--- src/rtl/gpio.sv ---
// ----------------------------------------------------------------------------
// gpio : parametrised general-purpose I/O peripheral on the memory bus.
//
// Provides per-pin output data, per-pin output enable, synchronised input
// sampling, atomic set/clear of output bits, and per-pin rising/falling edge
// interrupt capture with write-1-to-clear status and a level interrupt.
//
// Register map (address_in[4:2]):
//   0 DATA_OUT  rw       4 FALL_EN     rw
//   1 DIR       rw       5 IRQ_STATUS  w1c
//   2 DATA_IN   ro       6 SET         write-1 sets DATA_OUT bits, reads 0
//   3 RISE_EN   rw       7 CLEAR       write-1 clears DATA_OUT bits, reads 0
//
// Ports:
//   clk            : sole clock, rising edge
//   reset_n        : asynchronous active-low reset
//   address_in     : byte address, only [4:2] decoded
//   sel_in         : block selected this cycle
//   read_in        : read strobe (reads have no side effects; unused)
//   read_value_out : combinational read data, 0 when not selected
//   write_mask_in  : byte-lane write enables; any bit set with sel_in writes
//   write_value_in : write data
//   pins_in        : asynchronous pad inputs
//   pins_out       : pad output data (DATA_OUT)
//   pins_oe        : pad output enables (DIR)
//   irq_out        : level interrupt, high while any IRQ_STATUS bit is set
// ----------------------------------------------------------------------------
module gpio #(
  parameter int WIDTH       = 8,
  parameter int SYNC_STAGES = 2
) (
  input  logic             clk,
  input  logic             reset_n,
  input  logic [31:0]      address_in,
  input  logic             sel_in,
  input  logic             read_in,
  output logic [31:0]      read_value_out,
  input  logic [3:0]       write_mask_in,
  input  logic [31:0]      write_value_in,
  input  logic [WIDTH-1:0] pins_in,
  output logic [WIDTH-1:0] pins_out,
  output logic [WIDTH-1:0] pins_oe,
  output logic             irq_out
);

  localparam logic [2:0] REG_DATA_OUT = 3'd0;
  localparam logic [2:0] REG_DIR      = 3'd1;
  localparam logic [2:0] REG_DATA_IN  = 3'd2;
  localparam logic [2:0] REG_RISE_EN  = 3'd3;
  localparam logic [2:0] REG_FALL_EN  = 3'd4;
  localparam logic [2:0] REG_STATUS   = 3'd5;
  localparam logic [2:0] REG_SET      = 3'd6;
  localparam logic [2:0] REG_CLEAR    = 3'd7;

  // Replace the lane-enabled bits of old_val with new_val.
  function automatic logic [WIDTH-1:0] lane_merge(
    input logic [WIDTH-1:0] old_val,
    input logic [WIDTH-1:0] new_val,
    input logic [WIDTH-1:0] lanes
  );
    lane_merge = (old_val & ~lanes) | (new_val & lanes);
  endfunction

  // Architectural state
  logic [WIDTH-1:0] data_out_r;
  logic [WIDTH-1:0] dir_r;
  logic [WIDTH-1:0] rise_en_r;
  logic [WIDTH-1:0] fall_en_r;
  logic [WIDTH-1:0] status_r;
  logic             irq_r;

  // Input synchroniser chain and one-cycle-delayed copy of its output
  logic [WIDTH-1:0] sync_r [SYNC_STAGES];
  logic [WIDTH-1:0] prev_r;

  // Combinational helpers
  logic [2:0]       reg_idx_s;
  logic             wr_s;
  logic [WIDTH-1:0] lane_s;
  logic [WIDTH-1:0] wbits_s;
  logic [WIDTH-1:0] sync_s;
  logic [WIDTH-1:0] rise_s;
  logic [WIDTH-1:0] fall_s;
  logic [WIDTH-1:0] w1c_s;
  logic [WIDTH-1:0] data_out_nxt_s;
  logic [WIDTH-1:0] dir_nxt_s;
  logic [WIDTH-1:0] rise_en_nxt_s;
  logic [WIDTH-1:0] fall_en_nxt_s;
  logic [WIDTH-1:0] status_nxt_s;
  logic [WIDTH-1:0] rd_s;

  // Address bits outside [4:2], the read strobe and write data above WIDTH
  // carry no meaning for this block; fold them into a sink.
  logic unused_s;
  assign unused_s = ^{read_in, address_in[31:5], address_in[1:0], write_value_in};

  assign reg_idx_s = address_in[4:2];
  assign wr_s      = sel_in & (|write_mask_in);
  assign sync_s    = sync_r[SYNC_STAGES-1];

  // Expand byte-lane enables to a per-bit mask over the stored width.
  always_comb begin
    lane_s = '0;
    for (int i = 0; i < WIDTH; i++) begin
      lane_s[i] = write_mask_in[i >> 3];
    end
  end

  assign wbits_s = write_value_in[WIDTH-1:0] & lane_s;

  // Edge detection on the synchronised inputs.
  assign rise_s = sync_s & ~prev_r;
  assign fall_s = ~sync_s & prev_r;

  // Register write decode and next-state computation.
  always_comb begin
    data_out_nxt_s = data_out_r;
    dir_nxt_s      = dir_r;
    rise_en_nxt_s  = rise_en_r;
    fall_en_nxt_s  = fall_en_r;
    w1c_s          = '0;
    if (wr_s) begin
      case (reg_idx_s)
        REG_DATA_OUT: data_out_nxt_s = lane_merge(data_out_r, write_value_in[WIDTH-1:0], lane_s);
        REG_DIR:      dir_nxt_s      = lane_merge(dir_r, write_value_in[WIDTH-1:0], lane_s);
        REG_RISE_EN:  rise_en_nxt_s  = lane_merge(rise_en_r, write_value_in[WIDTH-1:0], lane_s);
        REG_FALL_EN:  fall_en_nxt_s  = lane_merge(fall_en_r, write_value_in[WIDTH-1:0], lane_s);
        REG_STATUS:   w1c_s          = wbits_s;
        REG_SET:      data_out_nxt_s = data_out_r | wbits_s;
        REG_CLEAR:    data_out_nxt_s = data_out_r & ~wbits_s;
        default:      w1c_s          = '0;
      endcase
    end else begin
      w1c_s = '0;
    end
    // Events use the enables in force before this edge, so a newly set
    // enable never captures an older edge. Set wins over a same-cycle W1C.
    status_nxt_s = (status_r & ~w1c_s) | (rise_s & rise_en_r) | (fall_s & fall_en_r);
  end

  // Control and status registers.
  always_ff @(posedge clk or negedge reset_n) begin
    if (!reset_n) begin
      data_out_r <= '0;
      dir_r      <= '0;
      rise_en_r  <= '0;
      fall_en_r  <= '0;
      status_r   <= '0;
      irq_r      <= 1'b0;
    end else begin
      data_out_r <= data_out_nxt_s;
      dir_r      <= dir_nxt_s;
      rise_en_r  <= rise_en_nxt_s;
      fall_en_r  <= fall_en_nxt_s;
      status_r   <= status_nxt_s;
      irq_r      <= |status_nxt_s;
    end
  end

  // Input synchroniser chain and delayed copy for edge detection.
  always_ff @(posedge clk or negedge reset_n) begin
    if (!reset_n) begin
      for (int k = 0; k < SYNC_STAGES; k++) begin
        sync_r[k] <= '0;
      end
      prev_r <= '0;
    end else begin
      sync_r[0] <= pins_in;
      for (int k = 1; k < SYNC_STAGES; k++) begin
        sync_r[k] <= sync_r[k-1];
      end
      prev_r <= sync_s;
    end
  end

  // Read mux; zero when unselected so several blocks can OR onto one bus.
  always_comb begin
    rd_s = '0;
    if (sel_in) begin
      case (reg_idx_s)
        REG_DATA_OUT: rd_s = data_out_r;
        REG_DIR:      rd_s = dir_r;
        REG_DATA_IN:  rd_s = sync_s;
        REG_RISE_EN:  rd_s = rise_en_r;
        REG_FALL_EN:  rd_s = fall_en_r;
        REG_STATUS:   rd_s = status_r;
        REG_SET:      rd_s = '0;
        REG_CLEAR:    rd_s = '0;
        default:      rd_s = '0;
      endcase
    end else begin
      rd_s = '0;
    end
    read_value_out             = 32'd0;
    read_value_out[WIDTH-1:0]  = rd_s;
  end

  assign pins_out = data_out_r;
  assign pins_oe  = dir_r;
  assign irq_out  = irq_r;

endmodule

--- config.mk ---
export PLATFORM = sky130hd
export DESIGN_NAME = gpio
export DESIGN_NICKNAME = d
export VERILOG_FILES = /design/src/rtl/gpio.sv
export SDC_FILE = /design/constraint.sdc
export NUM_CORES = 1
export LEC_CHECK = 0
export ABC_AREA = 1
export BUFFER_PORTS_ARGS = -buffer_cell sky130_fd_sc_hd__buf_2
export CAP_MARGIN = 30
export CORE_UTILIZATION = 54
export CTS_BUF_LIST = sky130_fd_sc_hd__clkbuf_2
export CTS_CLUSTER_SIZE = 16
export DETAILED_ROUTE_END_ITERATION = 10
export PLACE_DENSITY = 0.88
export SYNTH_ARGS = -nofsm -noshare
export SYNTH_HDL_FRONTEND = slang
export SYNTH_SLANG_ARGS = --single-unit
export TNS_END_PERCENT = 30
--- constraint.sdc ---
create_clock -name clk -period 2.53 [get_ports clk]
set_clock_uncertainty 0.15 [all_clocks]
set_input_delay 0.3795 -clock clk [delete_from_list [all_inputs] [get_ports clk]]
set_output_delay 0.3795 -clock clk [all_outputs]
set_load 0.02 [all_outputs]
Word-level counts from Yosys, hierarchy flattened --
Cells that the tools add are included.
Operators by class: equal/unequal tests 7, multiplexer cells 5, bitwise logic cells 24, reductions and logical operators 9
Operators with widths (number):
- 8-bit AND | 11
- 8-bit OR | 7
- 8-bit case mux with 7 select lines | 1
- 8-bit inverter | 5
- 8-bit 2-to-1 mux | 3
- 8-bit case mux with 3 select lines | 1
- 3-bit equality test, second input constant | 4
- 2-bit AND reduction | 4
- 8-bit OR reduction | 1
- 3-bit by 2-bit equality test with 1-bit output, second input constant | 2
- 4-bit OR reduction | 1
- 3-bit by 1-bit equality test with 1-bit output, second input constant | 1
- 3-bit logical NOT | 1
- 3-bit nonzero test | 1
- 2-bit OR reduction | 1
- 1-bit AND | 1
Storage, ports and cells: register bits after elaboration 65, input port bits 80, output and inout port bits 49, word-level logic and storage cells 54

Depth between registers and ports, before layout --
depth after elaboration 8, gate-level depth with buffers 9, mapped depth without buffers 8

Least setup slack after synthesis --
OpenSTA, ideal clock, no wires.
path kind input -> output, start point input address_in[3], end point output read_value_out[1], data arrival time 1.276 ns, required time 2.000 ns, setup slack 0.725 ns, stages on the path 6, path buffers 1, cell sequence inv_2 nand3_2 buf_6 o211ai_1 nor3_1 nor2_1
Between the ends: cells in the longest elaborated chain, start to end 4, elaborated cells between the ends (all ways) 11, classes of those cells eq/ne: 7; mux: 2; reduce/logical: 2
RTL lines:
- from (decl) | RTL line 34 | input logic [31:0] address_in,
- 3-bit equality test | RTL line 180 | case (reg_idx_s)
- 2-bit OR reduction (no line)
- 8-bit case mux with 7 select lines (*) | RTL line 180
- 8-bit 2-to-1 mux (*) | RTL line 179 | if (sel_in) begin
- to (decl) | RTL line 37 | output logic [31:0] read_value_out,
Mark *: on every way between the ends. The rest lies on a longest branch, timed or not.

Final worst setup path --
start point input address_in[3], end point output read_value_out[3]
Same word-level chain as after synthesis.

==> summary.txt <==
Worst setup path
  – Setup CP Type: input port to output pin
  – CP startpoint kind: input port
  – Critical path required time: roughly 2 ns
  – Slowest stage delay, CP: 0.34 ns
  – Critical path arrival: between 1.5 and 2 ns
  – Delay-heaviest family, CP: simple AND/OR/NAND/NOR gates
  – CP endpoint kind: output pin
  – Crit Path Max Fanout: 15
  – CP Buf/Inv Count: 3
  – Slowest cell on the critical path: nand3_2
  – CP Cell Sequence: buf_2 -> inv_2 -> nand3_2 -> o211ai_1 -> nor3_1 -> nor2_1 -> buf_2
  – Crit path top cell by count: buf_2

Cells and area
  – Filler cell count: 492
  – Non-Filler Instances: approximately 500
  – # diodes: 0
  – Final nets: 504
  – Share of post-route cells with drive strength above 1: 24.2%
  – Area growth syn-to-layout: 13.1%

Route
  – ANT nets after route: 0
  – Drt total wl: roughly 7200 um
  – Vias: 2687
  – Vias per std cell: ~5.4
  – Drt wl/cell: about 14 um
  – DRT iter0 DRCs: 200
  – DRC Markers: 0
  – First-pass DRT Iterations: 6

Clock network
  – Clock Path Buffers: 2
  – Clock sinks: 65
  – Worst skew pair latency: a little over 0.5 ns
  – CTS tree: built
  – CTS H-tree lvls: 3
  – Post-cts resize count: 0
  – CTS Buf Count: 9
  – Worst-path clk slew: approximately 0.21 ns
  – Root Buffer: clkbuf_2

Hold path
  – Worst Hold Class: input port to register

Power
  – VDD IR max: roughly 0.45 mV
  – Switch Pwr: 0.865 mW
  – Internal power: ~1.5 mW
  – Switching Share: ~37%
  – Pwr Density: between 600 and 700 nW/um^2
  – Overall power: 2.37 mW
  – Clock Power Share: between 20% and 30%
  – Leakage Power: 1.80 nW
  – Sequential power share: 54.7%
  – Combinational power share: around a quarter

Die
  – Die ar.: a little over 6000 sq um
  – Core area: between 5000 and 6000 sq um
  – IO Pins: about 130
  – Die X: ~79 um
  – Die Ht: 78.5 um
  – Rows: 27
  – Initial Utilization: 56.7%

STA
  – Worst Tran Pin Value: 0.784 ns
  – RSZ-0062 raised after global routing: no
  – Max Freq: between 400 and 500 MHz
  – Clock period minus worst slack: ~2.2 ns
  – Fin. Hold Viols: 0
  – Slew Viols, Final: 0
  – Slew HR: a little under half
  – Final setup violation count: 0
  – Fin crit share: just under 90%
  – Setup TNS: 0 ns

Synth
  – Flops & latches, synth: 65
  – Cell Area, Synth: roughly 3200 sq um
  – Synth cell count leaders: 87 x nand2_1, 65 x dfrtp_1, 39 x inv_1
  – Yosys top cell area share: between 50% and 60%
  – Main flop type after synthesis: dfrtp_1
  – Sequential share of the synthesized area: around 50%
  – Yosys cell types: 28
  – Number of synthesized flops with an enable pin: 0
  – Area leader, netlist: dfrtp_1
  – Ranking of synthesized cells by area: dfrtp_1 51%, nand2_1 10%, buf_4 5.7%, inv_1 4.6%, o21ai_2 4.4%
  – Async SR Flop Fraction: between 90% and 100%
  – Syn avg cell area: 8.88 sq um
  – Synth Instances: ~360
  – Yosys warnings: 0
  – Top-count cell post-synth: nand2_1

Placement
  – RePlAce Congestion: 0.815
  – Port Buf Inserts: 50
  – Cells after DPL: about 480
  – Dpl hpwl: between 4000 and 5000 um

GRT
  – Overflow after GRT: 0
  – Initial antenna violation count: 0
  – Met3 Track Usage GR: ~6.5%
  – Largest net degree at the start of global routing: 66
  – First-pass GRT wire length: between 10000 and 15000 um
  – M1 GR Usage: approximately 32%
  – Vias in the first global route: approximately 2500
  – Met2 usage: approximately two fifths
  – Global Route Usage Sum: 25.0%
  – Layer with the highest usage: met2

Run status
  – Status: complete, no violations

Flow run
  – Max cap viols: 0
## cell usage in the layout (no fill, tap or decap), drive strengths merged
master       instances
conb                24
o211ai               7
buf                 54
dlygate4sd3         10
a41oi                1
o32ai                8
clkbuf               9
nand4                1
dfrtp               65
nor2                32
o21ai               34
nand2               92
nand3               11
nand3b               1
nor3                11
clkinvlp             4
a21oi               18
inv                 43
clkinv               4
## worst paths after layout
check,from,endpoint,slack (ns),depth (start not counted)
max in group asynchronous,reset_n,sync_r[10],1.29,3
worst max-delay path,address_in[3],read_value_out[3],0.28,7
worst min-delay path,write_value_in[6],register,0.02,3
worst min register to register,sync_r[14],sync_s[6],0.19,0
worst max register to register,sync_s[7],irq_out,1.10,6
min in group asynchronous,reset_n,sync_s[6],0.40,3
## worst reg2reg max path: cells and delay by family, from the launching register on
| family | cells | cell delay [ns] |
|---|---|---|
| compound gates | 2 | 0.34 |
| flops | 1 | 0.43 |
| simple gates | 4 | 0.42 |
## cell type report
type                    instances  area [sq um]  share of cell area (%)
well taps                      72          90.1                    2.52
clock inverters                 7          47.5                    1.33
repair buffers                 64           380                    10.6
flip-flops and latches         65          1630                    45.5
multi-input cells             240          1220                    34.1
inverters                      44           165                    4.62
clock buffers                   9          45.0                    1.26
## metrics by stage
step | worst slack [ns] | util, % | hold WS, ns | area, sq um
floorplan | 0.725 | - | -0.0661 | 3250
global placement | 0.364 | 60.7 | 0.182 | 3380
finish | 0.283 | 64.1 | 0.0151 | 3570
global route | 0.231 | 64.1 | 0.00541 | 3570
CTS | 0.330 | 64.0 | 0.000760 | 3560
detailed placement | 0.340 | 60.7 | 0.186 | 3380
## layer usage
layer | vias to the layer above | part of all wire [%]
met2 | 149 | 48
met5 | - | 0
met3 | 20 | 9.1
li1 | 1239 | -
met4 | 0 | 1.8
met1 | 1279 | 41
## cell families (layout without fill, tap and decap cells)
group | count (synthesis) | in the layout | share of synthesized area (%)
flip-flops | 65 | 65 | 51.5
other | 1 | 24 | 0.119
buffers and inverters | 74 | 124 | 12.7
AND/OR/NAND/NOR | 148 | 148 | 20.9
AO/OA/AOI/OAI | 68 | 68 | 14.9
## power by group through the flow
stage	combinational, mW	sequential [mW]	clock [mW]
6_report	0.561	1.29	0.511
5_1_grt	0.616	1.31	0.564
4_1_cts	0.560	1.29	0.522
3_5_place_dp	0.548	1.31	0
3_3_place_gp	0.528	1.30	0
2_1_floorplan	0.332	1.36	0
## repair_timing
action,4_1_cts,5_1_grt
buffers inserted,0,0
hold endpoints to repair,73,2
hold buffers,9,1
No activity file was read; power rests on OpenSTA's default activity.
